==> src/rtl/mul_share_pkg.sv <==
// Shared types and constants for the multiplier-sharing arbiter.
package mul_share_pkg;

  typedef enum logic [2:0] {
    IDLE,
    GRANT,
    RUN,
    RESP,
    COOL
  } state_t;

  // Comfortably above the worst-case engine latency for 8-bit operands.
  localparam int DEFAULT_TIMEOUT = 300;

endpackage

==> src/rtl/rr_arbiter.sv <==
// Round-robin request picker: first set request at or above ptr, with wrap.
module rr_arbiter #(
  parameter int NUM_REQ = 4,
  parameter int ID_W    = 2
) (
  input  logic [NUM_REQ-1:0] req,
  input  logic [ID_W-1:0]    ptr,
  output logic [ID_W-1:0]    grant_idx,
  output logic               any_req
);

  int unsigned idx;

  // Scan requests starting at the pointer; the first hit wins.
  always_comb begin
    grant_idx = '0;
    any_req   = 1'b0;
    idx       = 0;
    for (int unsigned off = 0; off < NUM_REQ; off++) begin
      idx = 32'(ptr) + off;
      if (idx >= 32'(NUM_REQ)) begin
        idx = idx - 32'(NUM_REQ);
      end
      if (!any_req && req[idx[ID_W-1:0]]) begin
        any_req   = 1'b1;
        grant_idx = idx[ID_W-1:0];
      end
    end
  end

endmodule

==> src/rtl/mul_share_arbiter.sv <==
// Shares one sequential signed multiplier between NUM_REQ requesters with
// round-robin arbitration, tagged responses and a watchdog on the engine.
module mul_share_arbiter
  import mul_share_pkg::*;
#(
  parameter int NUM_REQ = 4,
  parameter int DATA_W  = 8,
  parameter int TIMEOUT = DEFAULT_TIMEOUT,
  parameter int ID_W    = 2
) (
  input  logic                  pclk,
  input  logic                  preset,
  input  logic [NUM_REQ-1:0]    req_valid,
  input  logic [NUM_REQ*DATA_W-1:0] req_a,
  input  logic [NUM_REQ*DATA_W-1:0] req_b,
  output logic [NUM_REQ-1:0]    req_ready,
  output logic                  rsp_valid,
  output logic [ID_W-1:0]       rsp_id,
  output logic [2*DATA_W-1:0]   rsp_product,
  output logic                  rsp_err,
  output logic                  mul_start,
  output logic [DATA_W-1:0]     mul_a,
  output logic [DATA_W-1:0]     mul_b,
  input  logic                  mul_done,
  input  logic [2*DATA_W-1:0]   mul_product,
  output logic                  busy
);

  localparam int CNT_W = $clog2(TIMEOUT + 1);
  localparam logic [CNT_W-1:0] WD_LAST = CNT_W'(TIMEOUT - 1);
  localparam logic [ID_W-1:0]  PTR_LAST = ID_W'(NUM_REQ - 1);

  state_t              state, state_nxt;
  logic [ID_W-1:0]     rr_ptr;
  logic [ID_W-1:0]     g;
  logic [ID_W-1:0]     arb_idx;
  logic                arb_any;
  logic [CNT_W-1:0]    wd_cnt;
  logic                wd_done;
  logic [2*DATA_W-1:0] prod_q;
  logic                err_q;
  logic [DATA_W-1:0]   a_sel;
  logic [DATA_W-1:0]   b_sel;

  rr_arbiter #(
    .NUM_REQ (NUM_REQ),
    .ID_W    (ID_W)
  ) u_arb (
    .req       (req_valid),
    .ptr       (rr_ptr),
    .grant_idx (arb_idx),
    .any_req   (arb_any)
  );

  assign a_sel   = req_a[g*DATA_W +: DATA_W];
  assign b_sel   = req_b[g*DATA_W +: DATA_W];
  assign wd_done = (wd_cnt == WD_LAST);

  // State register.
  always_ff @(posedge pclk) begin
    if (preset) begin
      state <= IDLE;
    end else begin
      state <= state_nxt;
    end
  end

  // Next-state logic; all outputs decode from the current state only.
  always_comb begin
    state_nxt   = state;
    req_ready   = '0;
    mul_start   = 1'b0;
    rsp_valid   = 1'b0;
    rsp_id      = '0;
    rsp_product = '0;
    rsp_err     = 1'b0;
    busy        = (state != IDLE);
    unique case (state)
      IDLE: begin
        if (arb_any) state_nxt = GRANT;
      end
      GRANT: begin
        req_ready[g] = 1'b1;
        state_nxt    = req_valid[g] ? RUN : IDLE;
      end
      RUN: begin
        mul_start = 1'b1;
        // A done arriving on the last watchdog cycle still counts as success.
        if (mul_done || wd_done) state_nxt = RESP;
      end
      RESP: begin
        rsp_valid   = 1'b1;
        rsp_id      = g;
        rsp_product = prod_q;
        rsp_err     = err_q;
        state_nxt   = COOL;
      end
      COOL: begin
        state_nxt = IDLE;
      end
      default: state_nxt = IDLE;
    endcase
  end

  // Grant capture, operand latch, pointer advance, watchdog and result capture.
  always_ff @(posedge pclk) begin
    if (preset) begin
      rr_ptr <= '0;
      g      <= '0;
      mul_a  <= '0;
      mul_b  <= '0;
      wd_cnt <= '0;
      prod_q <= '0;
      err_q  <= 1'b0;
    end else begin
      unique case (state)
        IDLE: begin
          if (arb_any) g <= arb_idx;
        end
        GRANT: begin
          if (req_valid[g]) begin
            mul_a  <= a_sel;
            mul_b  <= b_sel;
            rr_ptr <= (g == PTR_LAST) ? '0 : g + 1'b1;
            wd_cnt <= '0;
          end
        end
        RUN: begin
          if (mul_done) begin
            prod_q <= mul_product;
            err_q  <= 1'b0;
          end else if (wd_done) begin
            prod_q <= '0;
            err_q  <= 1'b1;
          end else begin
            wd_cnt <= wd_cnt + 1'b1;
          end
        end
        default: ;
      endcase
    end
  end

endmodule
==> config.mk <==
export PLATFORM = sky130hd
export DESIGN_NAME = mul_share_arbiter
export DESIGN_NICKNAME = d
export VERILOG_FILES = /design/src/rtl/mul_share_pkg.sv /design/src/rtl/rr_arbiter.sv /design/src/rtl/mul_share_arbiter.sv
export SDC_FILE = /design/constraint.sdc
export NUM_CORES = 1
export LEC_CHECK = 0
export CAP_MARGIN = 20
export CORE_MARGIN = 5
export CORE_UTILIZATION = 40
export DETAILED_ROUTE_END_ITERATION = 7
export DONT_BUFFER_PORTS = 1
export SYNTH_ARGS = -nofsm -noshare
export SYNTH_HDL_FRONTEND = slang
export SYNTH_SLANG_ARGS = --single-unit
==> constraint.sdc <==
create_clock -name pclk -period 2.6 [get_ports pclk]
set_clock_uncertainty 0.1 [all_clocks]
set_input_delay 0.52 -clock pclk [delete_from_list [all_inputs] [get_ports pclk]]
set_output_delay 0.52 -clock pclk [all_outputs]
set_load 0.05 [all_outputs]
==> flow_metrics.py, run 1 <==
metrics = {
    "finish": {
        "area_delta_synth_final_pct": 22.5,
        "finalNonFillerCells": 354,
        "drive_above_1_share_pct": 22.4,
        "nNetsFinal": 368,
        "post-route-util_pct": 50.0,
        "diodes": 0,
    },
    "power": {
        "cell_internal_pwr_mw": 1.23,
        "switchingPower_uw": 508,
        "seqPwrFrac_pct": 51.3,
        "ir_drop_uv": 280,
        "total_leakage_power_nw": 1.11,
        "swShare_pct": 29.2,
        "power_frac_clock_pct": 32.1,
        "combPwrFrac_pct": 16.5,
        "power_density_nw_per_um2": 551,
        "power_mw": 1.74,
    },
    "placed_design": {
        "place_congestion": 0.740,
        "place_ws_ns": 0.511,
        "dp.cells": 346,
        "io_buffers": 0,
        "dp_hpwl_mm": 4.82,
    },
    "detailed_routing": {
        "dr.pass1.iters": 4,
        "vias_per_cell": 5.56,
        "wl_met3_um": 422,
        "wl_met2_mm": 3.31,
        "drtIter0Drc": 93,
        "detail-route-antenna-nets": 0,
        "drc_errors": 0,
        "met1_length_mm": 2.58,
        "routed_wl_mm": 6.44,
        "vias": 1970,
        "wire_per_inst_um": 18.2,
        "top_layer_used": "met4",
    },
    "yosys": {
        "synth-seq-cells": 49,
        "ys.flop_type": "dfxtp_1",
        "yosys-top-cells-area": "dfxtp_1 38%, mux4_2 15%, and2_1 6.1%",
        "synth_area_leader_cell": "dfxtp_1",
        "yosysMostFrequentCell": "dfxtp_1",
        "synthArstFlopShare_pct": 0,
        "synth_edf_count": 0,
        "syn_area_per_cell_um2": 9.90,
        "synthesis.nets": 352,
        "synth_area_um2": 2570,
        "ys_warn_count": 0,
        "synth_commonest_cells": "49 x dfxtp_1, 40 x nand2_1, 27 x a21oi_1",
        "synth_cells": 260,
        "synth_cell_type_count": 47,
        "netlist.area_leader.share_pct": 38.1,
        "seq_area_frac_synth_pct": 38.1,
    },
    "clocking": {
        "cts_sinks": 49,
        "cts_hold_buf": 0,
        "clkLatencyLatePin_ns": 0.30,
        "numCtsBuffers": 5,
        "htree_levels": 2,
        "postCtsSetupBuffers": 0,
        "ctsResizeCount": 0,
        "cts_root_buf": "clkbuf_8",
        "cts.path.max_buffers": 2,
        "clkTransAtPathRegs_ns": 0.08,
        "cts_tree": "done",
    },
    "sta": {
        "fmax_mhz": 419,
        "slew_viol_final": 0,
        "finalCriticalPeriod_ns": 2.39,
        "worst_slew_pin_slew_ns": 0.864,
        "fin_ws_ns": 0.211,
        "finalCritPeriodShare_pct": 91.9,
        "rsz0062_at_grt": "false",
        "setup_viol": 0,
        "hold_viol": 0,
        "slew_headroom_pct": 42.4,
        "fin_tns_setup_ns": 0,
    },
    "critical_path": {
        "r2r_end": "mul_a[5]",
        "endpoint_kind": "output port",
        "cp-start-kind": "flop",
        "required_ns": 1.98,
        "reg2reg_depth": 4,
        "rrSetupSlack_ns": 0.54,
        "crit_arrival_ns": 1.77,
        "path_max_fanout": 21,
        "worstSetupPathType": "reg2out",
        "reg2reg_from": "state[0]",
    },
    "grt": {
        "antenna_found_initial": 0,
        "grt_usage_pct": 15.7,
        "grt_pass1_vias": 1959,
        "grt_max_degree": 37,
        "grt_pass1_wl_mm": 10.4,
        "gr-total-overflow": 0,
    },
    "floorplanning": {
        "num_rows": 29,
        "io_pins": 129,
        "dieArea_um2": 8140,
        "die_x_um": 90.2,
        "core_area_um2": 6310,
        "dieHeight_um": 90.2,
        "start_util_pct": 40.8,
    },
    "worst_hold_path": {
        "hold_path_class": "in2reg",
        "hold_path_depth": 1,
        "holdPathEnd": "err_q",
        "min_from": "preset",
    },
    "job": {
        "drv_cap": 0,
    },
    "outcome": {
        "outcome": "complete, no violations",
    },
}
cell type report:
type	instances	area, um^2
clock inverters	1	30.0
fillers	588	3160
repair buffers	27	465
well taps	77	96.3
flip-flops and latches	49	981
inverters	6	22.5
clock buffers	7	86.3
multi-input cells	187	1470
power groups by stage:
stage	clock [mW]	combinational [mW]	sequential (mW)
2_1_floorplan	0	0.253	0.898
3_3_place_gp	0	0.286	0.909
3_5_place_dp	0	0.290	0.910
4_1_cts	0.581	0.291	0.892
5_1_grt	0.612	0.319	0.897
6_report	0.558	0.287	0.892
sequential cells by signal (all words and copies together) (netlist names):
register	flops
prod_q	16
mul_a	8
err_q	1
state	3
g	2
mul_b	8
rr_ptr	2
wd_cnt	9
placed cells by master, fill, tap and decap left out, types with 2 or more instances in the layout:
master,count
a21oi_1,27
a22o_1,14
a22o_2,2
and2_1,25
buf_12,21
buf_4,6
clkbuf_8,6
dfxtp_1,49
ha_1,5
inv_1,6
mux4_2,17
nand2_1,40
nand2b_1,2
nand3_1,6
nand4_1,3
nand4b_1,2
nor2_1,4
nor2b_1,2
nor3_1,6
o211ai_1,2
or3_1,2
xor2_1,5
per-stage QoR:
| stage | area (um^2) | hold WS, ns |
|---|---|---|
| floorplan | 2570 | 0.334 |
| global placement | 3040 | 0.348 |
| detailed placement | 3040 | 0.350 |
| CTS | 3150 | 0.165 |
| global route | 3150 | 0.159 |
| finish | 3150 | 0.180 |
worst max path at each step:
stage | startpoint | slack [ns] | to
2_1_floorplan | state[0] | 0.24 | rsp_id[0]
5_1_grt | state[0] | 0.05 | rsp_product[10]
3_5_place_dp | state[0] | 0.51 | rsp_id[1]
4_1_cts | state[0] | 0.16 | rsp_product[4]
3_3_place_gp | state[0] | 0.55 | rsp_product[14]
6_report | state[0] | 0.21 | rsp_id[1]
cell families after synthesis:
| group | after synthesis | synth area share (%) |
|---|---|---|
| AND/OR/NAND/NOR | 102 | 22.1 |
| multiplexers | 17 | 14.9 |
| XOR/XNOR | 5 | 1.70 |
| buffers and inverters | 24 | 4.71 |
| adder cells (fa/ha/maj) | 5 | 2.43 |
| flip-flops | 49 | 38.1 |
| AO/OA/AOI/OAI | 58 | 16.1 |
critical path: stages (launching register included):
cell,delay (ns)
dfxtp_1,0.47
and3b_1,0.58
and2_1,0.27
buf_12,0.15
routing by layer:
layer	vias up	GRT usage [%]
li1	973	-
met1	922	18.9
met2	64	26.3
met3	11	5.01
met4	0	5.33
met5	-	0
(Power assumes the default switching activity.)
==> run 2, diff against run 1 <==
--- a/config.mk
+++ b/config.mk
@@ -10,6 +10,7 @@
 export CORE_UTILIZATION = 40
 export DETAILED_ROUTE_END_ITERATION = 7
 export DONT_BUFFER_PORTS = 1
+export REMOVE_ABC_BUFFERS = 1
 export SYNTH_ARGS = -nofsm -noshare
 export SYNTH_HDL_FRONTEND = slang
 export SYNTH_SLANG_ARGS = --single-unit
==> run 2 against run 1 <==
Net effect: sequential cell count is the same; power shrank 4.8%; maximum frequency grew 5.9%; routed wire length shrank 2.0%; core utilization shrank 0.24 points; largest power group unchanged; highest routed layer unchanged.
==> flow_metrics.py, run 2 (synthesized netlist as in run 1, its figures left out) <==
metrics = {
    "power": {
        "ir_drop_uv": 352,
        "power_mw": 1.65,
        "total_leakage_power_nw": 1.09,
        "power_density_nw_per_um2": 527,
    },
    "clocking": {
        "htree_levels": 2,
        "cts_root_buf": "clkbuf_8",
        "clkLatencyLatePin_ns": 0.30,
        "cts_hold_buf": 0,
        "cts.path.max_buffers": 2,
        "cts_tree": "done",
        "numCtsBuffers": 5,
        "clkTransAtPathRegs_ns": 0.10,
        "cts_sinks": 49,
    },
    "floorplanning": {
        "num_rows": 29,
        "dieArea_um2": 8140,
        "die_x_um": 90.2,
        "start_util_pct": 40.8,
        "dieHeight_um": 90.2,
        "core_area_um2": 6310,
        "io_pins": 129,
    },
    "detailed_routing": {
        "drc_errors": 0,
        "detail-route-antenna-nets": 0,
        "vias": 2003,
        "routed_wl_mm": 6.32,
        "top_layer_used": "met4",
        "dr.pass1.iters": 4,
        "vias_per_cell": 5.67,
        "wl_met3_um": 642,
        "wire_per_inst_um": 17.9,
        "met1_length_mm": 2.46,
        "wl_met2_mm": 3.06,
        "drtIter0Drc": 56,
    },
    "critical_path": {
        "endpoint_kind": "output port",
        "cp-start-kind": "flop",
        "required_ns": 1.98,
        "worstSetupPathType": "reg2out",
        "crit_arrival_ns": 1.64,
        "path_max_fanout": 6,
    },
    "sta": {
        "worst_slew_pin_slew_ns": 0.885,
        "slew_viol_final": 0,
        "fmax_mhz": 443,
        "finalCriticalPeriod_ns": 2.26,
        "rsz0062_at_grt": "false",
        "slew_headroom_pct": 41.0,
        "finalCritPeriodShare_pct": 86.7,
        "hold_viol": 0,
        "fin_tns_setup_ns": 0,
        "setup_viol": 0,
    },
    "job": {
        "drv_cap": 0,
    },
    "finish": {
        "mostFrequentLayoutCells": "49 x dfxtp_1, 40 x nand2_1, 27 x a21oi_1, 25 x and2_1, 22 x buf_12",
        "largest_reg_flops": 16,
        "drive_above_1_share_pct": 22.8,
        "area_delta_synth_final_pct": 21.9,
        "nNetsFinal": 367,
        "finalNonFillerCells": 353,
        "diodes": 0,
        "layout_commonest_cell": "dfxtp_1",
        "reg_top3": "prod_q x16, wd_cnt x9",
        "top_register": "prod_q",
    },
    "outcome": {
        "outcome": "complete, no violations",
    },
    "grt": {
        "grt_max_degree": 37,
        "grt_usage_pct": 15.4,
        "grt_pass1_vias": 2138,
        "grt_pass1_wl_mm": 10.5,
        "antenna_found_initial": 0,
        "gr-total-overflow": 0,
    },
    "placed_design": {
        "io_buffers": 0,
        "dp.cells": 345,
        "place_congestion": 0.834,
        "dp_hpwl_mm": 4.82,
    },
    "worst_hold_path": {
        "hold_path_class": "in2reg",
    },
}
[run 2: final cells by class]
class	count	area (um^2)
clock buffer	5	68.8
clock inverter	3	26.3
fill	580	3170
inverter	6	22.5
multi-input combinational	187	1470
sequential	49	981
tap	77	96.3
timing repair buffer	26	470
[run 2: where the power goes]
part	leakage [nW]	internal [mW]	switching, mW	total [mW]
sequential	0.397	0.788	0.105	0.893
clock	0.0423	0.196	0.275	0.471
combinational	0.651	0.131	0.159	0.290
total	1.09	1.11	0.540	1.65
[run 2: worst paths after layout]
check / startpoint / end / slack [ns] / cells past startpoint
max: state[0] / req_ready[0] / 0.34 / 2
min: preset / mul_a[6] / 0.17 / 1
max reg2reg: state[0] / mul_b[6] / 0.58 / 4
min reg2reg: prod_q[14] / prod_q[14] / 0.37 / 1
[run 2: layer usage]
layer	GRT usage (%)	vias to the layer above
met3	6.01	13
li1	-	968
met5	0	-
met4	5.33	0
met2	26.3	98
met1	17.5	924
[run 2: critical path, stage by stage, from the launching register on]
cell and delay (ns):
dfxtp_1 0.48, nor3b_2 0.32, and2_1 0.52
[run 2: repair_timing]
item / CTS / global route
buffers inserted: 0 / 0
endpoints found under the setup margin: 0 / 11
gates resized for setup: 0 / 1
[run 2: through the flow]
stage	setup slack, ns	util (%)	area [um^2]	hold slack, ns
finish	0.345	49.7	3140	0.175
global route	0.184	49.7	3140	0.148
CTS	0.153	49.7	3140	0.167
detailed placement	0.505	48.2	3040	0.349
global placement	0.521	48.2	3040	0.348
floorplan	0.148	-	2480	0.334
